## src/rtl/coin_payout_ctrl.sv

```systemverilog
`default_nettype none
// ============================================================================
// Module   : coin_payout_ctrl
// Brief    : Change-payout controller; ejects 5/10-unit coins from a two-tube
//            hopper with inventory tracking and eject/ack timeout handling.
//            Optional macro PAYOUT_AUDIT_EN adds a saturating audit_units port.
// Revision : 1.0 - initial release
// ============================================================================
module coin_payout_ctrl #(
    parameter int AMT_W   = 4,
    parameter int CNT_W   = 6,
    parameter int TIMEOUT = 15
) (
    input  logic             clk,
    input  logic             rst,
    input  logic             req_valid,
    input  logic [AMT_W-1:0] req_units,
    output logic             req_ready,
    input  logic             refill,
    input  logic [CNT_W-1:0] refill5,
    input  logic [CNT_W-1:0] refill10,
    output logic             eject5,
    output logic             eject10,
    input  logic             eject_ack,
    output logic             done,
    output logic             error,
    output logic             jam,
    output logic [CNT_W-1:0] inv5,
    output logic [CNT_W-1:0] inv10
`ifdef PAYOUT_AUDIT_EN
    ,
    output logic [15:0]      audit_units
`endif
);

    localparam int C_WIDE_W = ((AMT_W > CNT_W) ? AMT_W : CNT_W) + 1;
    localparam int C_TMR_W  = (TIMEOUT < 2) ? 1 : $clog2(TIMEOUT + 1);
    localparam logic [C_TMR_W-1:0] C_TMO_LAST = C_TMR_W'(TIMEOUT - 1);

    typedef enum logic [2:0] {
        S_IDLE     = 3'd0,
        S_CHECK    = 3'd1,
        S_REJECT   = 3'd2,
        S_EJECT    = 3'd3,
        S_WAIT_ACK = 3'd4,
        S_DONE     = 3'd5,
        S_JAM      = 3'd6
    } state_t;

    state_t               r_state;
    state_t               w_state_next;
    logic [AMT_W-1:0]     r_remaining;
    logic [C_TMR_W-1:0]   r_timer;
    logic [CNT_W-1:0]     r_inv5;
    logic [CNT_W-1:0]     r_inv10;
    logic                 r_coin10;

    logic [C_WIDE_W-1:0]  w_rem_wide;
    logic [C_WIDE_W-1:0]  w_inv10_wide;
    logic [C_WIDE_W-1:0]  w_half;
    logic [C_WIDE_W-1:0]  w_n10;
    logic [C_WIDE_W-1:0]  w_left5;
    logic                 w_feasible;
    logic                 w_use10;
    logic [AMT_W-1:0]     w_rem_after_ack;

    // Plan check in a widened domain so 2*n10 and the remainder never wrap.
    always_comb begin
        w_rem_wide   = C_WIDE_W'(r_remaining);
        w_inv10_wide = C_WIDE_W'(r_inv10);
        w_half       = w_rem_wide >> 1;
        w_n10        = (w_inv10_wide < w_half) ? w_inv10_wide : w_half;
        w_left5      = w_rem_wide - (w_n10 << 1);
        w_feasible   = (w_left5 <= C_WIDE_W'(r_inv5));
        w_use10      = (w_rem_wide >= C_WIDE_W'(2)) && (r_inv10 != '0);
    end

    assign w_rem_after_ack = r_coin10 ? (r_remaining - AMT_W'(2))
                                      : (r_remaining - AMT_W'(1));

    always_ff @(posedge clk or negedge rst) begin
        if (!rst) begin
            r_state <= S_IDLE;
        end else begin
            r_state <= w_state_next;
        end
    end

    always_comb begin
        w_state_next = r_state;
        req_ready    = 1'b0;
        eject5       = 1'b0;
        eject10      = 1'b0;
        done         = 1'b0;
        error        = 1'b0;
        jam          = 1'b0;
        case (r_state)
            S_IDLE: begin
                req_ready = 1'b1;
                if (req_valid) begin
                    w_state_next = S_CHECK;
                end
            end
            S_CHECK: begin
                if (r_remaining == '0) begin
                    w_state_next = S_DONE;
                end else if (w_feasible) begin
                    w_state_next = S_EJECT;
                end else begin
                    w_state_next = S_REJECT;
                end
            end
            S_REJECT: begin
                error        = 1'b1;
                w_state_next = S_IDLE;
            end
            S_EJECT: begin
                eject10      = w_use10;
                eject5       = ~w_use10;
                w_state_next = S_WAIT_ACK;
            end
            S_WAIT_ACK: begin
                // An ack in the last allowed cycle wins over the timeout.
                if (eject_ack) begin
                    w_state_next = (w_rem_after_ack == '0) ? S_DONE : S_EJECT;
                end else if (r_timer == C_TMO_LAST) begin
                    w_state_next = S_JAM;
                end
            end
            S_DONE: begin
                done         = 1'b1;
                w_state_next = S_IDLE;
            end
            S_JAM: begin
                jam = 1'b1;
            end
            default: begin
                w_state_next = S_IDLE;
            end
        endcase
    end

    always_ff @(posedge clk or negedge rst) begin
        if (!rst) begin
            r_remaining <= '0;
            r_timer     <= '0;
            r_inv5      <= '0;
            r_inv10     <= '0;
            r_coin10    <= 1'b0;
        end else begin
            case (r_state)
                S_IDLE: begin
                    if (refill) begin
                        r_inv5  <= refill5;
                        r_inv10 <= refill10;
                    end
                    if (req_valid) begin
                        r_remaining <= req_units;
                    end
                end
                S_EJECT: begin
                    r_coin10 <= w_use10;
                    r_timer  <= '0;
                end
                S_WAIT_ACK: begin
                    r_timer <= r_timer + C_TMR_W'(1);
                    if (eject_ack) begin
                        r_remaining <= w_rem_after_ack;
                        if (r_coin10) begin
                            r_inv10 <= r_inv10 - CNT_W'(1);
                        end else begin
                            r_inv5 <= r_inv5 - CNT_W'(1);
                        end
                    end
                end
                default: begin
                end
            endcase
        end
    end

    assign inv5  = r_inv5;
    assign inv10 = r_inv10;

`ifdef PAYOUT_AUDIT_EN
    logic [15:0] r_audit;
    logic [16:0] w_audit_sum;

    assign w_audit_sum = {1'b0, r_audit} + (r_coin10 ? 17'd2 : 17'd1);

    always_ff @(posedge clk or negedge rst) begin
        if (!rst) begin
            r_audit <= '0;
        end else if ((r_state == S_WAIT_ACK) && eject_ack) begin
            r_audit <= w_audit_sum[16] ? 16'hFFFF : w_audit_sum[15:0];
        end
    end

    assign audit_units = r_audit;
`endif

endmodule
`default_nettype wire
```

## config.mk

```make
export PLATFORM = sky130hd
export DESIGN_NAME = coin_payout_ctrl
export DESIGN_NICKNAME = d
export VERILOG_FILES = /design/src/rtl/coin_payout_ctrl.sv
export SDC_FILE = /design/constraint.sdc
export NUM_CORES = 1
export LEC_CHECK = 0
export CORE_UTILIZATION = 47
export DETAILED_ROUTE_END_ITERATION = 10
export PLACE_DENSITY = 0.74
export SETUP_SLACK_MARGIN = 0.4
export SYNTH_ARGS = -nofsm -noshare
export SYNTH_HDL_FRONTEND = slang
export SYNTH_SLANG_ARGS = --single-unit
```

## constraint.sdc

```tcl
create_clock -name clk -period 3.27 [get_ports clk]
set_input_delay 0.654 -clock clk [delete_from_list [all_inputs] [get_ports clk]]
set_output_delay 0.654 -clock clk [all_outputs]
set_load 0.05 [all_outputs]
```

== After elaboration in Yosys (flattened, before gate mapping) ==
Index checks and enable logic that the tools add are counted.
W data, S select, Z words.
Storage, ports and cells
  input port bits: 21
  register bits after elaboration: 24
  output and inout bits: 18
  logic and storage cells: 68
Cells by class
  magnitude comparators: 3
  eq/ne operators: 13
  reductions and logical operators: 11
  mux-type cells: 27
  $add $sub $neg: 6
  bitwise gates (word level): 2
Operators by type and width (count)
  $mux W6: 7
  $pmux W6 S2: 2
  $pmux W4 S2: 2
  $mux W3: 5
  $pmux W3 S5: 1
  $mux W4: 3
  $sub A6 B1 Y6 const B: 2
  $ne A2 B2 Y1 const B: 5
  $eq A3 B3 Y1 const B: 3
  $logic_not A4 Y1: 2
  $reduce_and A4 Y1: 2
  $le A7 B6 Y1: 1
  $mux W1: 7
  $sub A4 B7 Y7: 1
  $eq A3 B2 Y1 const B: 2
  $lt A6 B3 Y1: 1
  $reduce_and A3 Y1: 2
  $reduce_bool A6 Y1: 1
  $add A4 B1 Y4 const B: 1
  $eq A4 B4 Y1 const B: 1
  $ge A4 B2 Y1 const B: 1
  $reduce_bool A2 Y1: 2
  $sub A4 B1 Y4 const B: 1
  $sub A4 B2 Y4 const B: 1
  other kinds (5): 6

== Depth between registers and ports, before layout ==
Gate-level depths: netlist of run 1.
  depth in word-level cells: 7
  depth in mapped cells: 14
  mapped depth without buffers: 14

== Least setup slack after synthesis of run 1 ==
No wires, ideal clock.
  kind: reg2reg
  start: register r_inv10[1] (netlist: inv10[1])
  end: register r_state[0]
  setup slack: -32 ps
  setup time: 110 ps
  cell stages (with the launch flop): 14
  clock period less this slack: 3302 ps
  path buffers: 0
  arrival time: 3192 ps
  required time: 3160 ps
  path through: dfrtp_1 -> ha_1 -> a21oi_1 -> o21ai_0 -> mux2i_1 -> ha_1 -> inv_1 -> fa_1 -> xor2_1 -> ha_1 -> and3_1 -> nand4_1 -> a21boi_0 -> o41ai_1
Between the ends
  longest elaborated chain between the ends: 7
RTL lines
  from (decl): RTL line 55  | logic [CNT_W-1:0] r_inv10;
  from (signal assigned): RTL line 155  | r_inv10 <= refill10;
  from (signal assigned): RTL line 170  | r_inv10 <= r_inv10 - CNT_W'(1);
  $lt A6 B3 Y1: RTL line 72  | w_n10 = (w_inv10_wide < w_half) ? w_inv10_wide : w_half;
  $mux W6 *: RTL line 72
  $sub A4 B7 Y7 *: RTL line 73  | w_left5 = w_rem_wide - (w_n10 << 1);
  $le A7 B6 Y1 *: RTL line 74  | w_feasible = (w_left5 <= C_WIDE_W'(r_inv5));
  $mux W1 *: RTL line 107  | end else if (w_feasible) begin
  $mux W3 *: RTL line 105  | if (r_remaining == '0) begin
  $pmux W3 S5 *: RTL line 97  | case (r_state)
  to (signal assigned): RTL line 85  | r_state <= w_state_next;
  to (decl): RTL line 50  | state_t r_state;
Every way passes the cells marked *; elsewhere a longest branch is shown, timed or not.
A chain may end at the register's enable or synchronous reset.

== Worst setup path in the final report of run 1 ==
Ends and elaborated chain as after synthesis.

==> metrics.yaml, run 1 <==
fin_skew_ns: 0.002973
synth.most_common_cell: "dfrtp_1"
die_x_um: 66.82
grt_pass1_wl_mm: 7.928
synth_common_cells: "24 x dfrtp_1, 22 x a21oi_1, 21 x inv_1"
dpl_worst_slack_ns: 0.09020
dr.pass1.iters: 4
synth_warnings: 0
finalWirelength_mm: 5.050
num_rows: 23
die_area_um2: 4464
grtUsageTotal: 0.2365
worst_slack_ns: 0.01442
syn_area_per_cell_um2: 8.474
start_util: 0.4901
cts.path.max_buffers: 2
finalCriticalPeriod_ns: 3.256
clk_pin_slew_worst_paths_ns: 0.09
hold_violations: 0
grt_start_max_net_pins: 26
synth-main-ff-cell: "dfrtp_1"
placed_cell_area_um2: 2417
cts_inserted_buffers: 3
grt_pass1_vias: 1736
synth.net_count: 275
cts_tree: "yes"
crit_fanout: 4
fp.coreArea_um2: 4029
layout-drive-gt1-share: 0.1552
setup_tns_ns: 0
clock-sinks: 24
vdd_drop_max_v: 0.0004364
worstPathArrival_ns: 3.43
syn_to_final_growth_pct: 30.67
via_count: 1878
max_freq_ghz: 0.3072
syn_area_um2: 1974
startpoint_type: "flip-flop"
n_antenna_cell: 0
fin_total_pwr_uw: 2968
multiInputGateArea_um2: 1330
seq_area_um2: 604.3
cts_max_level: 1
status: "completed"
p_leak_uw: 0.001145
synth-async-reset-ratio: 1.000
synth_area_leaders: "dfrtp_1 30%, ha_1 13%, a21oi_1 5.6%"
crit_required_ns: 3.45
wl_per_cell_um: 15.44
rr_endpoint: "r_state[0]$_DFFE_PN0P_"
maxSlewHeadroom: 0.4024
hp-class: "flip-flop to flip-flop"
synth_cell_types: 50
nFillCells: 360
dieHeight_um: 66.82
synth_top_cell_area_share: 0.3042
numPortBuffers: 38
fin_area_um2: 2580
worstSetupPathType: "flip-flop to flip-flop"
finalSetupViolCount: 0
ios: 39
clock_latency_ns: 0.28
synthCells: 233
synth.ff_latch_count: 24
place_inst: 318
fin_crit_sh: 0.9956
p_per_area_nw_per_um2: 1150
rr_worst_depth: 13
final_nets: 320
worst_slew_pin_slew_ns: 0.8964
routed_via_density: 5.743
initialDrtViolationCount: 67
gp_congestion: 0.9085
reg2reg_slack_ns: 0.01
rsz0062_at_grt: "true"
synth.largest_area_cell: "dfrtp_1"
layoutNonFillerInstCount: 327
antenna_left: 0
drv_slew: 0
startpoint: "inv10[1]$_DFFE_PN0P_"
dp_hpwl_mm: 3.366
r2r-start: "inv10[1]$_DFFE_PN0P_"
synth_edf_count: 0
end_kind: "flip-flop"
grt_antenna_before_repair: 0
gr-total-overflow: 0
cts_root_buf: "clkbuf_8"
crit_end: "r_state[0]$_DFFE_PN0P_"
ys_seq_area_frac: 0.3042
maxCapViolations: 0
drc: 0
[how the worst min path moves through the flow]
stage,startpoint,endpoint,cells after the start
6_report,r_timer[3]$_DFFE_PN0P_,r_timer[3]$_DFFE_PN0P_,1
5_1_grt,r_timer[3]$_DFFE_PN0P_,r_timer[3]$_DFFE_PN0P_,1
4_1_cts,r_timer[3]$_DFFE_PN0P_,r_timer[3]$_DFFE_PN0P_,1
3_5_place_dp,r_timer[3]$_DFFE_PN0P_,r_timer[3]$_DFFE_PN0P_,1
3_3_place_gp,r_timer[3]$_DFFE_PN0P_,r_timer[3]$_DFFE_PN0P_,1
2_1_floorplan,rst,inv10[0]$_DFFE_PN0P_,0
[layout make-up]
class / instances / area share
tap: 50 / 0.02425
inverter: 21 / 0.03055
sequential: 24 / 0.2342
multi-input combinational: 178 / 0.5155
timing repair buffer: 50 / 0.1780
clock buffer: 4 / 0.01746
[cell usage in the layout (no fill, tap or decap), types with 4 or more instances in the layout]
master / netlist / layout
nand4_1: 4 / 4
nand2_1: 14 / 14
ha_1: 20 / 17
nor2b_1: 4 / 4
a21o_1: 4 / 4
dfrtp_1: 24 / 21
and3_1: 7 / 6
o22ai_1: 4 / 4
buf_4: 1 / 12
nor3_1: 4 / 4
clkdlybuf4s50_1: 0 / 35
o21ai_0: 14 / 12
nor3_2: 4 / 4
nor2_1: 18 / 18
inv_1: 21 / 19
a21oi_1: 22 / 19
[state kept, by name, indices dropped and copies added, names as in the netlist]
register     flops
r_state          3
r_timer          4
r_remaining      4
r_coin10         1
inv10            6
inv5             6
[where the power goes]
part / switching, uW / internal (uW) / leakage, uW / total (uW)
Sequential: 213 / 423 / 0.000293 / 636
Combinational: 1220 / 909 / 0.000829 / 2130
Clock: 111 / 87.7 / 0.0000228 / 198
Total: 1550 / 1420 / 0.00114 / 2970
[through the flow]
| stage | hold slack [ns] | utilization |
|---|---|---|
| CTS | 0.5265 | 0.6130 |
| global route | 0.5493 | 0.6404 |
| finish | 0.5322 | 0.6404 |
| floorplan | 0.3584 | - |
| global placement | 0.5052 | 0.6000 |
| detailed placement | 0.5114 | 0.6000 |
[cells by family after synthesis]
family | after synthesis | synth area share
multiplexers | 5 | 0.02598
adder cells (fa/ha/maj) | 21 | 0.1369
buffers and inverters | 31 | 0.07034
flip-flops | 24 | 0.3042
AND/OR/NAND/NOR | 78 | 0.2256
AO/OA/AOI/OAI | 72 | 0.2281
XOR/XNOR | 2 | 0.008874
[critical path: stages (launching register included)]
cell and delay (ns):
dfrtp_2 0.45, ha_4 0.29, a21oi_4 0.05, o21ai_4 0.19, mux2i_1 0.31, ha_2 0.24, inv_2 0.04, fa_2 0.40
xor2_1 0.16, ha_1 0.29, and3_4 0.18, nand4_1 0.07, a21boi_2 0.17, o41ai_2 0.29
[per-layer routing]
metal,routed length (um),up-vias,track usage
li1,-,936,-
met1,2345,893,0.3076
met2,2466,44,0.4028
met3,177,5,0.02740
met4,61,0,0.07713
met5,0,-,0
[what timing repair did]
| item | in CTS | in global routing |
|---|---|---|
| setup buffers | 1 | 4 |
| resized for setup | 4 | 22 |
| endpoints found under the setup margin | 4 | 3 |
| hold buffers | 0 | 0 |
| pin swaps | 0 | 9 |
| hold endpoints to repair | 0 | 0 |
Power figures use the tool's default switching activity.
==> inputs of run 2 (changes only) <==
- SKIP_LAST_GASP: default -> 1
==> results of run 2 <==
Final layout, timing and power as in run 1 (identical DEF).
==> inputs of run 3 (changes only) <==
- MAX_ROUTING_LAYER: default -> met4
==> metrics.yaml, run 3 (synthesis gave the netlist of run 1 again) <==
clock-sinks: 24  # unchanged
die_x_um: 66.82  # unchanged
p_leak_uw: 0.001145  # unchanged
layout-drive-gt1-share: 0.1552  # unchanged
gr-total-overflow: 0  # unchanged
cp_slowest_stage_delay_ns: 0.46  # about the same
grtUsageTotal: 0.2431  # +0.006681
layout.cells.most_common: "clkdlybuf4s50_1"
rr_endpoint: "r_state[0]$_DFFE_PN0P_"
min_path_cells: 1  # unchanged
clk_pin_slew_worst_paths_ns: 0.10  # about the same
rsz0062_at_grt: "true"
fin_area_um2: 2580  # unchanged
worstSetupPathType: "flip-flop to flip-flop"
cts_tree: "yes"
startpoint_type: "flip-flop"
setup_tns_ns: -0.002675  # -0.002675 ns
start_util: 0.4901  # unchanged
violations: "setup timing"
cp_common_cell: "ha_1"
hp-class: "flip-flop to flip-flop"
initialDrtViolationCount: 59  # -12%
reg2reg_slack_ns: -0.003  # -0.02 ns
p_per_area_nw_per_um2: 1151  # about the same
grt_pass1_vias: 1728  # -0.46%
gp_congestion: 0.9242  # +1.7%
crit_chain: "ha_1 > nor4_4 > o21ai_4 > mux2i_1 > ha_2 > inv_2 > fa_2 > xor2_1 > ha_1 > and3_4 > nand4_1 > a21boi_2 > o41ai_2"
top_usage_layer: "met2"
n_antenna_cell: 0  # unchanged
cpMaxStageDelayCell: "dfrtp_2"
cts_inserted_buffers: 3  # unchanged
status: "complete, but fails checks"
syn_to_final_growth_pct: 30.67  # unchanged
antenna_left: 0  # unchanged
routed_via_density: 5.722  # -0.37%
final_nets: 320  # unchanged
placed_cell_area_um2: 2417  # unchanged
vdd_drop_max_v: 0.0004359  # -0.11%
finalSetupViolCount: 1  # +1
met3_usage: 0.02740  # unchanged
use_met2: 0.4015  # -0.001263
clock_latency_ns: 0.28  # about the same
worstPathArrival_ns: 3.45  # +0.02 ns
maxSlewHeadroom: 0.4053  # +0.002937
finalCriticalPeriod_ns: 3.273  # +0.01710 ns
fin_crit_sh: 1.001  # +0.005228
fin_skew_ns: 0.003591  # +0.0006173 ns
final_core_util: 0.6404  # unchanged
drc: 0  # unchanged
wl_per_cell_um: 15.51  # +0.44%
ios: 39  # unchanged
final_cell_mix: "35 x clkdlybuf4s50_1, 21 x dfrtp_1, 19 x inv_1, 19 x a21oi_1, 18 x nor2_1"
crit_fanout: 7  # +3
worst_slew_pin_slew_ns: 0.8920  # -0.004405 ns
cts.path.max_buffers: 2  # unchanged
cts_max_level: 1  # unchanged
finalWirelength_mm: 5.072  # +0.44%
holdPathEnd: "r_timer[3]$_DFFE_PN0P_"
grt_antenna_before_repair: 0  # unchanged
worst_slack_ns: -0.002675  # -0.01710 ns
end_kind: "flip-flop"
grt_start_max_net_pins: 26  # unchanged
crit_required_ns: 3.45  # about the same
fp.coreArea_um2: 4029  # unchanged
grt_pass1_wl_mm: 7.955  # +0.34%
r2r-start: "inv10[2]$_DFFE_PN0P_"
dp_hpwl_mm: 3.366  # unchanged
dr.pass1.iters: 4  # unchanged
die_area_um2: 4464  # unchanged
maxCapViolations: 0  # unchanged
hp-start: "r_timer[3]$_DFFE_PN0P_"
drv_slew: 0  # unchanged
via_count: 1871  # -0.37%
cts-hold-fix-buffers: 0  # unchanged
numPortBuffers: 38  # unchanged
cts_root_buf: "clkbuf_8"
num_rows: 23  # unchanged
rr_worst_depth: 13  # unchanged
grt_util_met1: 0.3097  # +0.002114
hold_violations: 0  # unchanged
dieHeight_um: 66.82  # unchanged
max_freq_ghz: 0.3056  # -0.52%
[run 3: stage by stage]
stage	hold WS, ns	instances	setup WS (ns)	power, uW
2_1_floorplan	0.3584	233	0.2882	1930
3_3_place_gp	0.5052	318	0.2202	2396
3_5_place_dp	0.5114	318	0.09020	2434
4_1_cts	0.5265	323	0.1572	2654
5_1_grt	0.5493	327	-0.1547	3219
6_report	0.5281	327	-0.002675	2969
[run 3: timing repair]
action	in CTS	in global routing
gates resized for setup	4	22
endpoints found under the setup margin	4	3
pin swaps	0	9
buffers inserted	1	4
endpoints found under the hold margin	0	0
[run 3: cell type report]
type | count | area, um^2
Clock buffer | 4 | 45.04
Timing Repair Buffer | 50 | 459.2
Tap cell | 50 | 62.56
Multi-Input combinational cell | 178 | 1330
Fill cell | 360 | 1449
Sequential cell | 24 | 604.3
Inverter | 21 | 78.83
[run 3: power breakdown]
group | internal, uW | leakage (uW) | total (uW) | switching [uW]
clock | 87.7 | 0.0000228 | 199 | 111
combinational | 910 | 0.000829 | 2130 | 1220
sequential | 423 | 0.000293 | 636 | 213
[run 3: worst max-delay path by stage]
| stage | from | to | slack (ns) | cells past startpoint |
|---|---|---|---|---|
| 5_1_grt | inv10[2]$_DFFE_PN0P_ | r_state[0]$_DFFE_PN0P_ | -0.15 | 13 |
| 3_3_place_gp | r_remaining[2]$_DFFE_PN0P_ | r_state[0]$_DFFE_PN0P_ | 0.22 | 14 |
| 4_1_cts | inv10[1]$_DFFE_PN0P_ | r_state[0]$_DFFE_PN0P_ | 0.16 | 12 |
| 2_1_floorplan | inv10[1]$_DFFE_PN0P_ | r_state[0]$_DFFE_PN0P_ | 0.29 | 13 |
| 3_5_place_dp | r_remaining[2]$_DFFE_PN0P_ | r_state[0]$_DFFE_PN0P_ | 0.09 | 13 |
| 6_report | inv10[2]$_DFFE_PN0P_ | r_state[0]$_DFFE_PN0P_ | -0.003 | 13 |
[run 3: worst max-delay path: cells and delay by family (launching register included)]
kind / cells / cell delay [ns]
compound gates: 3 / 0.58
xor+xnor: 1 / 0.16
fa+ha+maj: 4 / 1.20
buf+inv: 1 / 0.04
flops: 1 / 0.46
mux: 1 / 0.26
simple gates: 3 / 0.45
[run 3: per-layer routing]
metal,share of wire,vias to the layer above,routed length [um]
met5,0,-,0
li1,-,936,-
met3,0.034,5,171
met4,0.012,0,61
met2,0.49,40,2491
met1,0.46,890,2347
